[src/rtl/srl_fifo_pkg.sv]
// ---------------------------------------------------------------------------
// srl_fifo_pkg : shared types and sizes for the SRL16-style FIFO. Rev 1.0
// ---------------------------------------------------------------------------
`default_nettype none

package srl_fifo_pkg;

  localparam int DEPTH_MAX = 16;
  localparam int CNT_W     = 5;
  localparam int ADDR_W    = 4;

  typedef enum logic [1:0] {
    EMPTY  = 2'd0,
    ACTIVE = 2'd1,
    FULL   = 2'd2
  } state_e;

endpackage

`default_nettype wire

[src/rtl/srl_fifo_storage.sv]
// ---------------------------------------------------------------------------
// srl_fifo_storage : WIDTH addressable 16-bit shift columns, shared CE/address.
// Rev 1.0
// ---------------------------------------------------------------------------
`default_nettype none

module srl_fifo_storage
  import srl_fifo_pkg::*;
#(
  parameter int WIDTH = 8
) (
  input  logic              CLK,
  input  logic              ce,
  input  logic [ADDR_W-1:0] addr,
  input  logic [WIDTH-1:0]  din,
  output logic [WIDTH-1:0]  dout
);

  // Columns are deliberately unreset so they map onto shift-register LUTs.
  for (genvar i = 0; i < WIDTH; i++) begin : g_col
    logic [DEPTH_MAX-1:0] col_q;
    logic [DEPTH_MAX-1:0] col_d;

    always_comb begin
      col_d = col_q;
      if (ce) begin
        col_d = {col_q[DEPTH_MAX-2:0], din[i]};
      end
    end

    always_ff @(posedge CLK) begin
      col_q <= col_d;
    end

    assign dout[i] = col_q[addr];
  end

endmodule

`default_nettype wire

[src/rtl/srl_fifo_ctrl.sv]
// ---------------------------------------------------------------------------
// srl_fifo_ctrl : valid/ready FIFO controller over SRL storage; optional
// almost_full/almost_empty flags under SRL_FIFO_ALMOST_EN. Rev 1.0
// ---------------------------------------------------------------------------
`default_nettype none

module srl_fifo_ctrl
  import srl_fifo_pkg::*;
#(
  parameter int WIDTH         = 8,
  parameter int DEPTH         = 16,
  parameter int AFULL_THRESH  = DEPTH - 2,
  parameter int AEMPTY_THRESH = 2
) (
  input  logic             CLK,
  input  logic             CLR,
  input  logic             in_valid,
  output logic             in_ready,
  input  logic [WIDTH-1:0] in_data,
  output logic             out_valid,
  input  logic             out_ready,
  output logic [WIDTH-1:0] out_data,
  output logic [CNT_W-1:0] count
`ifdef SRL_FIFO_ALMOST_EN
  ,
  output logic             almost_full,
  output logic             almost_empty
`endif
);

  localparam logic [CNT_W-1:0] DEPTH_C = CNT_W'(DEPTH);

  if (WIDTH < 1 || WIDTH > 64 || DEPTH < 2 || DEPTH > DEPTH_MAX ||
      AFULL_THRESH < 0 || AFULL_THRESH > DEPTH ||
      AEMPTY_THRESH < 0 || AEMPTY_THRESH > DEPTH) begin : g_param_check
    $error("srl_fifo_ctrl: parameter out of range");
  end

  state_e            state_q;
  state_e            state_d;
  logic [CNT_W-1:0]  count_q;
  logic [CNT_W-1:0]  count_d;
  logic              push;
  logic              pop;
  logic [ADDR_W-1:0] rd_addr;
  logic [WIDTH-1:0]  rd_data;

  // Handshakes depend on state only, so no input-to-ready/valid path exists.
  assign in_ready  = (state_q != FULL);
  assign out_valid = (state_q != EMPTY);
  assign push      = in_valid & in_ready;
  assign pop       = out_valid & out_ready;

  assign rd_addr = (count_q == '0) ? '0 : ADDR_W'(count_q - 1'b1);

  always_comb begin
    state_d = state_q;
    count_d = count_q;
    case (state_q)
      EMPTY: begin
        if (push) begin
          count_d = count_q + 1'b1;
          state_d = ACTIVE;
        end
      end
      ACTIVE: begin
        if (push && !pop) begin
          count_d = count_q + 1'b1;
          if (count_d == DEPTH_C) state_d = FULL;
        end else if (pop && !push) begin
          count_d = count_q - 1'b1;
          if (count_d == '0) state_d = EMPTY;
        end
      end
      FULL: begin
        if (pop) begin
          count_d = count_q - 1'b1;
          state_d = ACTIVE;
        end
      end
      default: begin
        state_d = EMPTY;
        count_d = '0;
      end
    endcase
  end

  always_ff @(posedge CLK or negedge CLR) begin
    if (!CLR) begin
      state_q <= EMPTY;
      count_q <= '0;
    end else begin
      state_q <= state_d;
      count_q <= count_d;
    end
  end

  srl_fifo_storage #(
    .WIDTH (WIDTH)
  ) u_storage (
    .CLK  (CLK),
    .ce   (push),
    .addr (rd_addr),
    .din  (in_data),
    .dout (rd_data)
  );

  // Storage is never cleared, so the mask is what hides stale entries.
  assign out_data = out_valid ? rd_data : '0;
  assign count    = count_q;

`ifdef SRL_FIFO_ALMOST_EN
  logic almost_full_q;
  logic almost_full_d;
  logic almost_empty_q;
  logic almost_empty_d;

  always_comb begin
    almost_full_d  = (count_d >= CNT_W'(AFULL_THRESH));
    almost_empty_d = (count_d <= CNT_W'(AEMPTY_THRESH));
  end

  always_ff @(posedge CLK or negedge CLR) begin
    if (!CLR) begin
      almost_full_q  <= 1'b0;
      almost_empty_q <= 1'b1;
    end else begin
      almost_full_q  <= almost_full_d;
      almost_empty_q <= almost_empty_d;
    end
  end

  assign almost_full  = almost_full_q;
  assign almost_empty = almost_empty_q;
`endif

endmodule

`default_nettype wire

[config.mk]
export PLATFORM = sky130hd
export DESIGN_NAME = srl_fifo_ctrl
export DESIGN_NICKNAME = d
export VERILOG_FILES = /design/src/rtl/srl_fifo_pkg.sv /design/src/rtl/srl_fifo_storage.sv /design/src/rtl/srl_fifo_ctrl.sv
export SDC_FILE = /design/constraint.sdc
export NUM_CORES = 1
export LEC_CHECK = 0
export ABC_AREA = 1
export CAP_MARGIN = 20
export CORE_UTILIZATION = 55
export DETAILED_ROUTE_END_ITERATION = 12
export PLACE_DENSITY = 0.79
export SETUP_SLACK_MARGIN = 0.5
export SYNTH_ARGS = -nofsm -noshare
export SYNTH_HDL_FRONTEND = slang
export SYNTH_SLANG_ARGS = --single-unit
export TNS_END_PERCENT = 50
[constraint.sdc]
create_clock -name CLK -period 23.1 [get_ports CLK]
set_input_delay 4.62 -clock CLK [delete_from_list [all_inputs] [get_ports CLK]]
set_output_delay 4.62 -clock CLK [all_outputs]
set_load 0.01 [all_outputs]
[Yosys cells after proc, flatten, opt, wreduce, memory -nomap -nowiden]
Index checks and enable logic that the tools add are counted.
Storage, ports and cells
  register bits: 135
  logic and storage cells: 64
Cells by class
  equality and inequality tests: 9
  multiplexer cells: 30
  magnitude comparators: 1
  bitwise gates (word level): 2
  reductions and logical operators: 10
  $add $sub $neg: 2
Operators with widths (number)
  $bmux W1 S4: 8
  $mux W5: 4
  $pmux W5 S3: 1
  $mux W2: 6
  $logic_not A5 Y1: 2
  $ne A3 B3 Y1 const B: 3
  $mux W1: 8
  $mux W8: 1
  $ne A2 B2 Y1 const B: 3
  $pmux W2 S3: 1
  $add A5 B1 Y5 const B: 1
  $eq A5 B5 Y1 const B: 1
  $lt A4 B5 Y1 const B: 1
  $reduce_and A5 Y1: 1
  $sub A5 B1 Y5 const B: 1
  $mux W4: 1
  $reduce_and A3 Y1: 1
  $and A1 B1 Y1: 2
  $eq A2 B1 Y1 const B: 1
  $eq A2 B2 Y1 const B: 1
  $logic_and A1 B1 Y1: 2
  $logic_not A1 Y1: 2
  $logic_not A2 Y1: 1
  $reduce_bool A2 Y1: 1

[Longest topological paths before layout]
Gate-level depths: netlist (run 1).
  depth after elaboration: 7
  mapped depth: 15
  mapped depth without buffers: 12

[Cells and area by module]
From an unflattened synthesis (run 1), not the netlist that was laid out.
Second synthesis, totals
  cell total of the unflattened synthesis: 639
  area, all modules: 6251.0 um^2
By module, submodules not included
  srl_fifo_storage: area each 5502.8 um^2, cells an instance 516, instances 1, seq. area each 3843.7 um^2
  srl_fifo_ctrl: area each 748.2 um^2, cells an instance 123, instances 1, seq. area each 175.2 um^2

[Worst setup path before layout (run 1)]
OpenSTA, ideal clock, no wires.
  path kind: input-to-reg
  from: input in_valid
  to: register state_q[0]
  data arrival time: 11404 ps
  buffers on the path: 0
  stages on the path: 9
  setup time: 116 ps
  required time: 22984 ps
  setup slack: 11581 ps
  path through: inv_1 > nor2_1 > ha_1 > nand2_1 > nand3_1 > inv_2 > nand3_1 > nor2_1 > nor2_1
Between the ends
  longest elaborated chain between the ends: 5
RTL lines
  start: declaration: RTL line srl_fifo_ctrl.sv:17  | input logic in_valid,
  $and A1 B1 Y1 (*): RTL line srl_fifo_ctrl.sv:51  | assign push = in_valid & in_ready;
  via push: RTL line srl_fifo_ctrl.sv:43  | logic push;
  $logic_not A1 Y1: RTL line srl_fifo_ctrl.sv:70  | end else if (pop && !push) begin
  $logic_and A1 B1 Y1: RTL line srl_fifo_ctrl.sv:70
  $ne A3 B3 Y1 (no source line)
  $reduce_and A5 Y1 (no source line)
  end signal: assignment: RTL line srl_fifo_ctrl.sv:93  | state_q <= state_d;
  end: declaration: RTL line srl_fifo_ctrl.sv:39  | state_e state_q;
Mark *: on every way through the listed nets, which the timed path passes. The rest lies on a longest branch.
A chain may end at the register's enable or synchronous reset.

[Worst setup path in the final report (run 1)]
  from: register count_q[0], in the netlist count[0]
  to: output out_data[6]
Between the ends
  longest elaborated chain between the ends: 5
RTL lines
  start: declaration: RTL line srl_fifo_ctrl.sv:41  | logic [CNT_W-1:0] count_q;
  start signal: assignment: RTL line srl_fifo_ctrl.sv:94  | count_q <= count_d;
  $sub A5 B1 Y5 or $logic_not A5 Y1 (tied branches)
  $mux W4 (*): RTL line srl_fifo_ctrl.sv:54  | assign rd_addr = (count_q == '0) ? '0 : ADDR_W'(count_q - 1'b1);
  $bmux W1 S4 (*): RTL line srl_fifo_storage.sv:35  | assign dout[i] = col_q[addr];
  $mux W1 (implied by the code) (*): RTL line srl_fifo_storage.sv:35
  $mux W8 (*): RTL line srl_fifo_ctrl.sv:109  | assign out_data = out_valid ? rd_data : '0;
  end: declaration: RTL line srl_fifo_ctrl.sv:22  | output logic [WIDTH-1:0] out_data,
Mark *: on every way between the ends. The rest lies on a longest branch, timed or not. The select of a mux whose other input is x is not followed.

==> results of run 1 <==
[power by group through the flow]
stage               sequential, W  clock (W)  combinational (W)
finish                   0.000341   0.000261           0.000499
CTS                      0.000341   0.000263           0.000494
detailed placement       0.000345          0           0.000485
global placement         0.000343          0           0.000473
floorplan                0.000337          0           0.000375
global route             0.000345   0.000275           0.000553
[metal layers]
layer	track usage [%]	vias up	wire (microns)
li1	-	1939	-
met1	29.9	1924	5000
met2	33.8	161	5640
met3	5.89	23	736
met4	9.00	0	192
met5	0	-	0
[cell families (layout without fill, tap and decap cells)]
kind of cell,after synthesis,after routing,synth area share [%]
simple gates,337,337,24.3
xor+xnor,6,6,1.00
flops,135,135,67.0
fa+ha+maj,6,6,1.25
compound gates,13,13,1.10
buf+inv,61,96,5.40
[cell type report]
type,instances,area [sq um]
sequential,135,4020
tap,136,170
clock inverter,14,159
fill,774,3600
timing repair buffer,28,295
multi-input combinational,362,1670
inverter,36,138
clock buffer,18,418
[path summary, 6_finish.rpt]
kind	slack [ns]	endpoint	cells after the start	from
worst max-delay path	13.75	out_data[6]	12	count[0]
worst min-delay path	0.44	u_storage.g_col[5].col_q[10]	0	u_storage.g_col[5].col_q[9]
worst max register to register	20.42	state_q[0]	9	count[0]
worst min register to register	0.44	u_storage.g_col[5].col_q[10]	0	u_storage.g_col[5].col_q[9]
max in group asynchronous	18.51	count[0]	1	CLR
min in group asynchronous	4.35	count[4]	1	CLR
[metrics by stage]
stage          util [%]  instance area (sq um)  worst slack [ns]
2_1_floorplan         -                   6000             11.58
3_3_place_gp       59.8                   6260             14.42
3_5_place_dp       59.8                   6260             14.35
4_1_cts            65.4                   6840             13.74
5_1_grt            65.6                   6870             13.42
6_report           65.6                   6870             13.75
[state kept, by name (all words and copies together), names as in the netlist]
register               cells
state_q                    2
count                      5
u_storage.g_col.col_q    128
[worst max-delay path, delay by kind of cell, from the launching register on]
family / cells / cell delay, ns
and+or+nand+nor: 7 / 1.33
buffers and inverters: 4 / 1.55
adders and majority gates: 1 / 0.34
DFF: 1 / 0.94
[cell usage in the layout (no fill, tap or decap), drive strengths merged]
cell / instances
dfrtp: 7
o22ai: 1
ha: 6
clkinv: 5
buf: 2
clkinvlp: 6
clkbuf: 18
a21oi: 1
edfxtp: 128
nand2: 151
clkdlybuf4s50: 26
nor2: 75
xor2: 6
o21ai: 11
nand3: 110
nor3: 1
inv: 36
bufinv: 3
==> summary.txt, run 1 <==
Run status
  • Status: finished clean

CTS
  • Total CTS buffers: 17
  • CTS root buf: clkbuf_8
  • CTS clock-pin slew for the worst setup and hold paths: 0.06 ns
  • CTS tree: built
  • Post-CTS resize count: 0
  • Clock Path Buffers: 2
  • Post CTS Setup Buffer Count: 0
  • H-Tree Depth: 4
  • Worst skew pair latency: 0.52 ns
  • Cts hold-fix bufs: 0
  • Clock Sinks: 135

Power and ir drop
  • Comb pwr share: 45.3%
  • Switch Pwr: 0.000453 W
  • Peak supply drop: 0.0783 mV
  • Cell Pwr Density: 160 nW/um^2
  • Clock power frac: 23.7%
  • Switching share of power: 41.2%
  • Int Power: 0.000648 W
  • Leakage: 2.76 nW
  • Flop pwr share: 31.0%
  • Tot Pwr: 0.00110 W

Timing
  • Worst hold slack: 0.444 ns
  • Final setup TNS: 0 ns
  • Unrepaired setup endpoints after global routing: no
  • Clock period minus final worst setup slack: 9.35 ns
  • Worst Max-Slew Pin Slew: 1.08 ns
  • Fmax: 107 MHz
  • Max-slew violations: 0
  • Clock skew: 0.00601 ns
  • Tcrit/Tclk final: 40.5%
  • Setup Viol. Count Final: 0
  • Rel. slew slack: 28.2%
  • Hold Violations, Final: 0

Finish
  • Synth-to-Final Area Change: 14.4%
  • Share of cells above drive strength 1: 7.25%
  • Final layout net count: 598
  • Fin cells: 729
  • ANT cells: 0

Synthesis
  • Post-synthesis net count: 576
  • Prevailing post-synth register cell: edfxtp_1
  • Post-synth top area share: 64.0%
  • Top post-synthesis cells by count: nand2_1, edfxtp_1, nand3_1, nor2_1, inv_1
  • Post-Synthesis Cells: 558
  • Yosys top cell by area: edfxtp_1
  • Top cells by area, synth: edfxtp_1, nand2_1, nand3_1
  • Post-synthesis sequential area ratio: 67.0%
  • Post-synth EDFFs: 128
  • Unique masters post-synth: 23
  • Async SR Flop Fraction: 5.19%
  • Yosys warns: 0
  • Syn Std Cell Area: 6000 sq um
  • Yosys reg bits: 135
  • Avg Cell Area, Syn: 10.8 sq um
  • Count leader, synth: nand2_1

Drt
  • DRT Pass-1 Iters: 6
  • Via density: 5.55
  • Initial drt markers: 361
  • # DRC: 0
  • Via count: 4047
  • Final WL: 11.6 mm
  • DR WL/cell: 15.9 microns
  • DRT antenna net count: 0

Setup path
  • Req. time, crit path: 18.48 ns
  • Worst Setup Start Kind: flip-flop
  • Worst Path Max Fanout: 53
  • Most numerous cell on the critical path: nor2_1
  • CP max stage cell: dfrtp_1
  • Setup CP Type: flip-flop to primary output
  • Worst path max stage delay: 0.94 ns
  • Worst Path Arrival: 4.73 ns
  • CP endpoint kind: primary output
  • Critical-path cell list: inv_4 > ha_1 > inv_1 > nor2_1 > nand2_4 > nand2_4 > inv_2 > nor2_1 > nor2_1 > nor2_1 > nor2_1 > clkdlybuf4s50_1

Floorplan
  • Site Rows: 37
  • Die Y: 106 microns
  • Die Area: 11300 sq um
  • Core area: 10500 sq um
  • Initial core utilization: 57.4%
  • Die Wd: 106 microns
  • IO Pins: 27

Min path
  • Hold crit path type: flip-flop to flip-flop

Global routing
  • Number of global-route vias before repair: 3870
  • Largest net degree at the start of global routing: 88
  • Initial antenna violation count: 0
  • Grt total ovfl: 0
  • Total Routing Usage GR: 22.0%
  • First-pass GRT wire length: 19.0 mm

Placement
  • Gpl congestion: 0.836
  • Cell Count Post-Placement: 696
  • Port bufs: 26
  • Final HPWL DP: 6.40 mm

Flow run
  • MaxCap Viol Count: 0
Power figures use the tool's default switching activity.
==> inputs of run 2 (changes only) <==
- CORE_UTILIZATION: 55 -> 54
- PLACE_DENSITY: 0.79 -> 0.8
- clock period: 23.1 -> 8.2 ns (I/O delays scaled with it)
==> run 2 against run 1 <==
  * Core utilization down 2.6 points
  * Flip-flop and latch count unchanged
  * Clock-buffer cell count up 2
  * Via count down 0.49%
  * Setup slack worse by 11 ns
  * Sequential share of layout area up 0.25 points
  * Die area up 1.8%
  * Final area down 0.42%
  * Critical endpoint is now out_data[0]
  * Routed wire length down 3.3%
==> summary.txt, run 2 (synthesis gave the netlist of run 1 again) <==
CTS
  • CTS root buf: clkbuf_8
  • Worst skew pair latency: 0.52 ns
  • CTS clock-pin slew for the worst setup and hold paths: 0.06 ns
  • H-Tree Depth: 4
  • Total CTS buffers: 17
  • Cts hold-fix bufs: 0
  • Clock Path Buffers: 2
  • Post CTS Setup Buffer Count: 0
  • Clock Sinks: 135
  • Post-CTS resize count: 0
  • CTS tree: built

Min path
  • Worst hold path depth: 0
  • Hold crit path type: flip-flop to flip-flop
  • Hold path start: u_storage.g_col[6].col_q[2]
  • WHS Endpoint: u_storage.g_col[6].col_q[3]

Setup path
  • Worst Setup Start Kind: flip-flop
  • Critical-path cell list: inv_4 > ha_1 > inv_1 > nor2_1 > nand2_4 > nand2_4 > inv_2 > nand3_1 > nand2_1 > nor2_1 > nor2_1 > nor2_1 > clkdlybuf4s50_1
  • CP endpoint kind: primary output
  • Worst reg2reg endpoint: u_storage.g_col[3].col_q[2]
  • Register-to-register setup slack: 5.55 ns
  • Worst Path Arrival: 4.09 ns
  • Worst path max stage delay: 0.56 ns
  • CP max stage cell: clkdlybuf4s50_1
  • Setup CP Type: flip-flop to primary output
  • Most numerous cell on the critical path: nor2_1
  • Buf/Inv on CP: 4
  • Req. time, crit path: 6.56 ns
  • Worst r2r src: state_q[1]
  • CP delay by family, top: simple AND/OR/NAND/NOR gates
  • Worst r2r path cells: 5
  • Worst Path Max Fanout: 53

Global routing
  • Met3 Usage GRT: 5.87%
  • Routing usage on met2: 32.9%
  • Total Routing Usage GR: 21.6%
  • GR Layer Usage met1: 29.6%
  • Largest net degree at the start of global routing: 95
  • Top Usage Layer GRT: met2
  • Number of global-route vias before repair: 3964
  • First-pass GRT wire length: 19.0 mm
  • Grt total ovfl: 0
  • Initial antenna violation count: 0

Finish
  • Synth-to-Final Area Change: 13.9%
  • Leading cell type in the layout, fill and taps excluded: nand2_1
  • Most flops, register: u_storage.g_col.col_q
  • Largest register FFs: 128
  • Final layout net count: 599
  • Share of cells above drive strength 1: 7.07%
  • Commonest non-fill, non-tap cells in the layout: nand2_1, edfxtp_1, nand3_1
  • ANT cells: 0

Timing
  • Tcrit/Tclk final: 69.9%
  • Fmax: 175 MHz
  • Final setup TNS: 0 ns
  • Worst setup slack after layout: 2.47 ns
  • Clock period minus final worst setup slack: 5.73 ns
  • Hold Violations, Final: 0
  • Unrepaired setup endpoints after global routing: no
  • Setup Viol. Count Final: 0
  • Clock skew: 0.00558 ns
  • Worst Max-Slew Pin Slew: 0.999 ns
  • Rel. slew slack: 33.2%
  • Max-slew violations: 0

Floorplan
  • Core area: 10800 sq um
  • IO Pins: 27
  • Die Wd: 107 microns
  • Die Area: 11500 sq um
  • Die Y: 107 microns
  • Initial core utilization: 55.4%
  • Site Rows: 38

Power and ir drop
  • Clock power frac: 22.7%
  • Tot Pwr: 0.00305 W
  • Switching share of power: 41.2%
  • Switch Pwr: 0.00125 W
  • Comb pwr share: 46.4%
  • Peak supply drop: 0.227 mV
  • Leakage: 2.76 nW
  • Int Power: 0.00179 W
  • Cell Pwr Density: 446 nW/um^2
  • Flop pwr share: 30.9%

Drt
  • DR WL/cell: 15.2 microns
  • Via density: 5.49
  • DRT antenna net count: 0
  • Final WL: 11.2 mm
  • Initial drt markers: 422
  • DRT Pass-1 Iters: 6
  • Via count: 4027
  • # DRC: 0

Placement
  • DP Worst Slack: 3.06 ns
  • Gpl congestion: 0.830
  • Port bufs: 26
  • Final HPWL DP: 6.38 mm

Run status
  • Status: finished clean

Flow run
  • MaxCap Viol Count: 0
[run 2: cell types whose count changed in the layout (fill, tap and decap cells not counted)]
cell	change
clkbuf_1	+2
buf_4	+1
clkinv_2	+4
clkinv_4	-1
bufinv_16	-1
clkinvlp_4	-4
[run 2: worst max path at each step]
stage	start	to	slack, ns	depth (start not counted)
2_1_floorplan	in_valid	state_q[0]	1.94	9
3_3_place_gp	count[0]	out_data[2]	3.11	13
3_5_place_dp	count[0]	out_data[6]	3.06	13
4_1_cts	count[0]	out_data[5]	2.48	13
5_1_grt	count[0]	out_data[5]	2.14	13
6_report	count[0]	out_data[0]	2.47	13
[run 2: layout make-up]
cell class	count	area (sq um)
sequential	135	4020
fill	827	4000
multi-input combinational	362	1670
clock buffer	20	425
timing repair buffer	29	303
tap	140	175
inverter	36	138
clock inverter	12	110
[run 2: per-stage QoR]
stage               cell area (sq um)  hold WS, ns  std cells  util (%)
finish                           6840        0.443        734      63.1
global route                     6840        0.444        734      63.1
CTS                              6810        0.443        733      62.8
detailed placement               6270        0.434        701      57.9
global placement                 6270        0.428        701      57.9
floorplan                        6000        0.426        558         -
[run 2: power groups by stage]
| stage | clock network (W) | registers, W | logic (W) |
|---|---|---|---|
| 2_1_floorplan | 0 | 0.000944 | 0.00106 |
| 3_3_place_gp | 0 | 0.000948 | 0.00134 |
| 3_5_place_dp | 0 | 0.000955 | 0.00138 |
| 4_1_cts | 0.000701 | 0.000943 | 0.00140 |
| 5_1_grt | 0.000728 | 0.000954 | 0.00158 |
| 6_report | 0.000692 | 0.000943 | 0.00141 |
[run 2: routing by layer]
metal | wire (microns) | vias to the layer above
met5 | 0 | -
met4 | 176 | 0
met3 | 620 | 21
met2 | 5560 | 147
met1 | 4830 | 1922
li1 | - | 1937
[run 2: worst reg2reg max path: stages, from the launching register on]
cell     delay (ns)
dfrtp_1        0.42
inv_1          0.12
nor2_1         0.10
nor2_4         0.76
buf_4          0.56
buf_16         0.35
==> inputs of run 3 (changes only) <==
- clock period: 8.2 -> 4.6 ns (I/O delays scaled with it)
==> run 3 against run 2 <==
  * Clock-buffer cell count is 3 lower
  * Non-clock buffer count grew 10
  * Flip-flop and latch count did not move
  * Global-route usage grew 1.6 points
  * Register-to-register slack worse by 3.2 ns
  * Critical path depth grew 1
  * Routed wire length up 19%
  * Critical path type unchanged
  * Critical endpoint is now out_data[2]
==> summary.txt, run 3 (synthesis gave the netlist of run 1 again) <==
Floorplan
  • Die Wd: 107 microns
  • Die Area: 11500 sq um
  • Core area: 10800 sq um
  • Die Y: 107 microns
  • Initial core utilization: 55.4%
  • IO Pins: 27
  • Site Rows: 38

CTS
  • H-Tree Depth: 4
  • Total CTS buffers: 17
  • Worst skew pair latency: 0.53 ns
  • Clock Sinks: 135
  • CTS root buf: clkbuf_8
  • CTS clock-pin slew for the worst setup and hold paths: 0.06 ns
  • CTS tree: built
  • Clock Path Buffers: 2

Setup path
  • Worst Setup Start Kind: flip-flop
  • Register-to-register setup slack: 2.35 ns
  • Worst reg2reg endpoint: count[2]
  • Worst Path Arrival: 3.15 ns
  • Worst r2r path cells: 9
  • Worst r2r src: state_q[1]
  • CP endpoint kind: primary output
  • Req. time, crit path: 3.68 ns
  • Worst Path Max Fanout: 16
  • Setup CP Type: flip-flop to primary output

Drt
  • DR WL/cell: 17.8 microns
  • DRT Pass-1 Iters: 6
  • Via count: 4293
  • Final WL: 13.3 mm
  • # DRC: 0
  • Initial drt markers: 504
  • Via density: 5.74
  • DRT antenna net count: 0

Min path
  • Hold path start: u_storage.g_col[6].col_q[3]
  • Worst hold path depth: 0
  • WHS Endpoint: u_storage.g_col[6].col_q[4]
  • Hold crit path type: flip-flop to flip-flop

Placement
  • Gpl congestion: 0.838
  • Final HPWL DP: 6.77 mm
  • Port bufs: 26

Finish
  • ANT cells: 0
  • Most flops, register: u_storage.g_col.col_q
  • Largest register FFs: 128
  • Leading cell type in the layout, fill and taps excluded: nand2_1
  • Share of cells above drive strength 1: 10.5%
  • Commonest non-fill, non-tap cells in the layout: nand2_1, edfxtp_1, nand3_1
  • Fillcell total: 794
  • Final layout net count: 613
  • Synth-to-Final Area Change: 17.8%

Timing
  • Clock skew: 0.00865 ns
  • Hold Violations, Final: 0
  • Clock period minus final worst setup slack: 4.07 ns
  • Fmax: 246 MHz
  • Tcrit/Tclk final: 88.4%
  • Max-slew violations: 0
  • Unrepaired setup endpoints after global routing: yes
  • Worst Max-Slew Pin Slew: 0.642 ns
  • Setup Viol. Count Final: 0
  • Final setup TNS: 0 ns
  • Rel. slew slack: 57.2%

Global routing
  • Total Routing Usage GR: 23.2%
  • Number of global-route vias before repair: 4111
  • Initial antenna violation count: 0
  • Largest net degree at the start of global routing: 129
  • Grt total ovfl: 0
  • First-pass GRT wire length: 19.9 mm

Flow run
  • MaxCap Viol Count: 0

Run status
  • Status: finished clean
[run 3: cell count changes in the layout (fill, tap and decap cells not counted), sizes merged]
| cell | change |
|---|---|
| bufinv | -1 |
| clkinvlp | +2 |
| buf | +9 |
| clkbuf | -2 |
| inv | +3 |
| nand2 | +4 |
| clkinv | -1 |
| clkdlybuf4s50 | -1 |
| dlymetal6s2s | +1 |
[run 3: area by class of cell]
class                   count  area (sq um)  share of cell area, %
multi-input cells         366          1750                   24.7
flip-flops and latches    135          4020                   56.9
clock inverters            15           126                   1.79
clock buffers              17           414                   5.86
inverters                  36           149                   2.11
well taps                 140           175                   2.48
repair buffers             39           439                   6.21
[run 3: worst max-delay path, stage by stage (launching register included)]
cell	delay (ns)
dfrtp_1	0.43
inv_2	0.13
ha_1	0.15
inv_1	0.06
nor2_4	0.15
nand2_4	0.14
buf_12	0.18
nand2_4	0.19
nand2_1	0.07
nand3_1	0.10
nand2_1	0.06
nor2_1	0.11
nor2_1	0.07
nor2_1	0.19
clkdlybuf4s50_1	0.58
[run 3: per-stage QoR]
| stage | hold slack, ns | setup slack, ns | util (%) | instances | cell area [sq um] |
|---|---|---|---|---|---|
| 6_report | 0.448 | 0.534 | 65.2 | 748 | 7070 |
| 5_1_grt | 0.458 | 0.445 | 65.2 | 748 | 7070 |
| 4_1_cts | 0.447 | 0.488 | 64.2 | 742 | 6960 |
| 3_5_place_dp | 0.434 | 0.628 | 58.1 | 703 | 6300 |
| 3_3_place_gp | 0.427 | 0.732 | 58.1 | 703 | 6300 |
| 2_1_floorplan | 0.426 | 0.599 | - | 558 | 6010 |
[run 3: timing repair]
item / 4_1_cts / 5_1_grt
pin swaps: 4 / 2
hold buffers: 0 / 0
gates resized for setup: 10 / 7
buffers inserted: 4 / 4
gates cloned: 3 / 2
endpoints found under the setup margin: 8 / 8
[run 3: worst max path at each step]
| stage | from | endpoint | slack (ns) | depth (start not counted) |
|---|---|---|---|---|
| after floorplan | in_valid | state_q[0] | 0.60 | 9 |
| after global placement | count[1] | out_data[0] | 0.73 | 13 |
| after detailed placement | count[1] | out_data[3] | 0.63 | 13 |
| after CTS | count[0] | out_data[3] | 0.49 | 11 |
| after global routing | count[1] | out_data[2] | 0.44 | 14 |
| final | count[1] | out_data[2] | 0.53 | 14 |
[run 3: routing by layer]
| layer | share of wire [%] | track usage, % | wire, microns | up-vias |
|---|---|---|---|---|
| li1 | - | - | - | 1978 |
| met1 | 39 | 29.6 | 5190 | 2034 |
| met2 | 51 | 37.4 | 6730 | 239 |
| met3 | 8.1 | 6.05 | 1080 | 42 |
| met4 | 2.3 | 10.5 | 310 | 0 |
| met5 | 0 | 0 | 0 | - |
Power of run 3 is not shown: default switching activity piles up to over one toggle a cycle in this logic, so the estimate is an artifact.
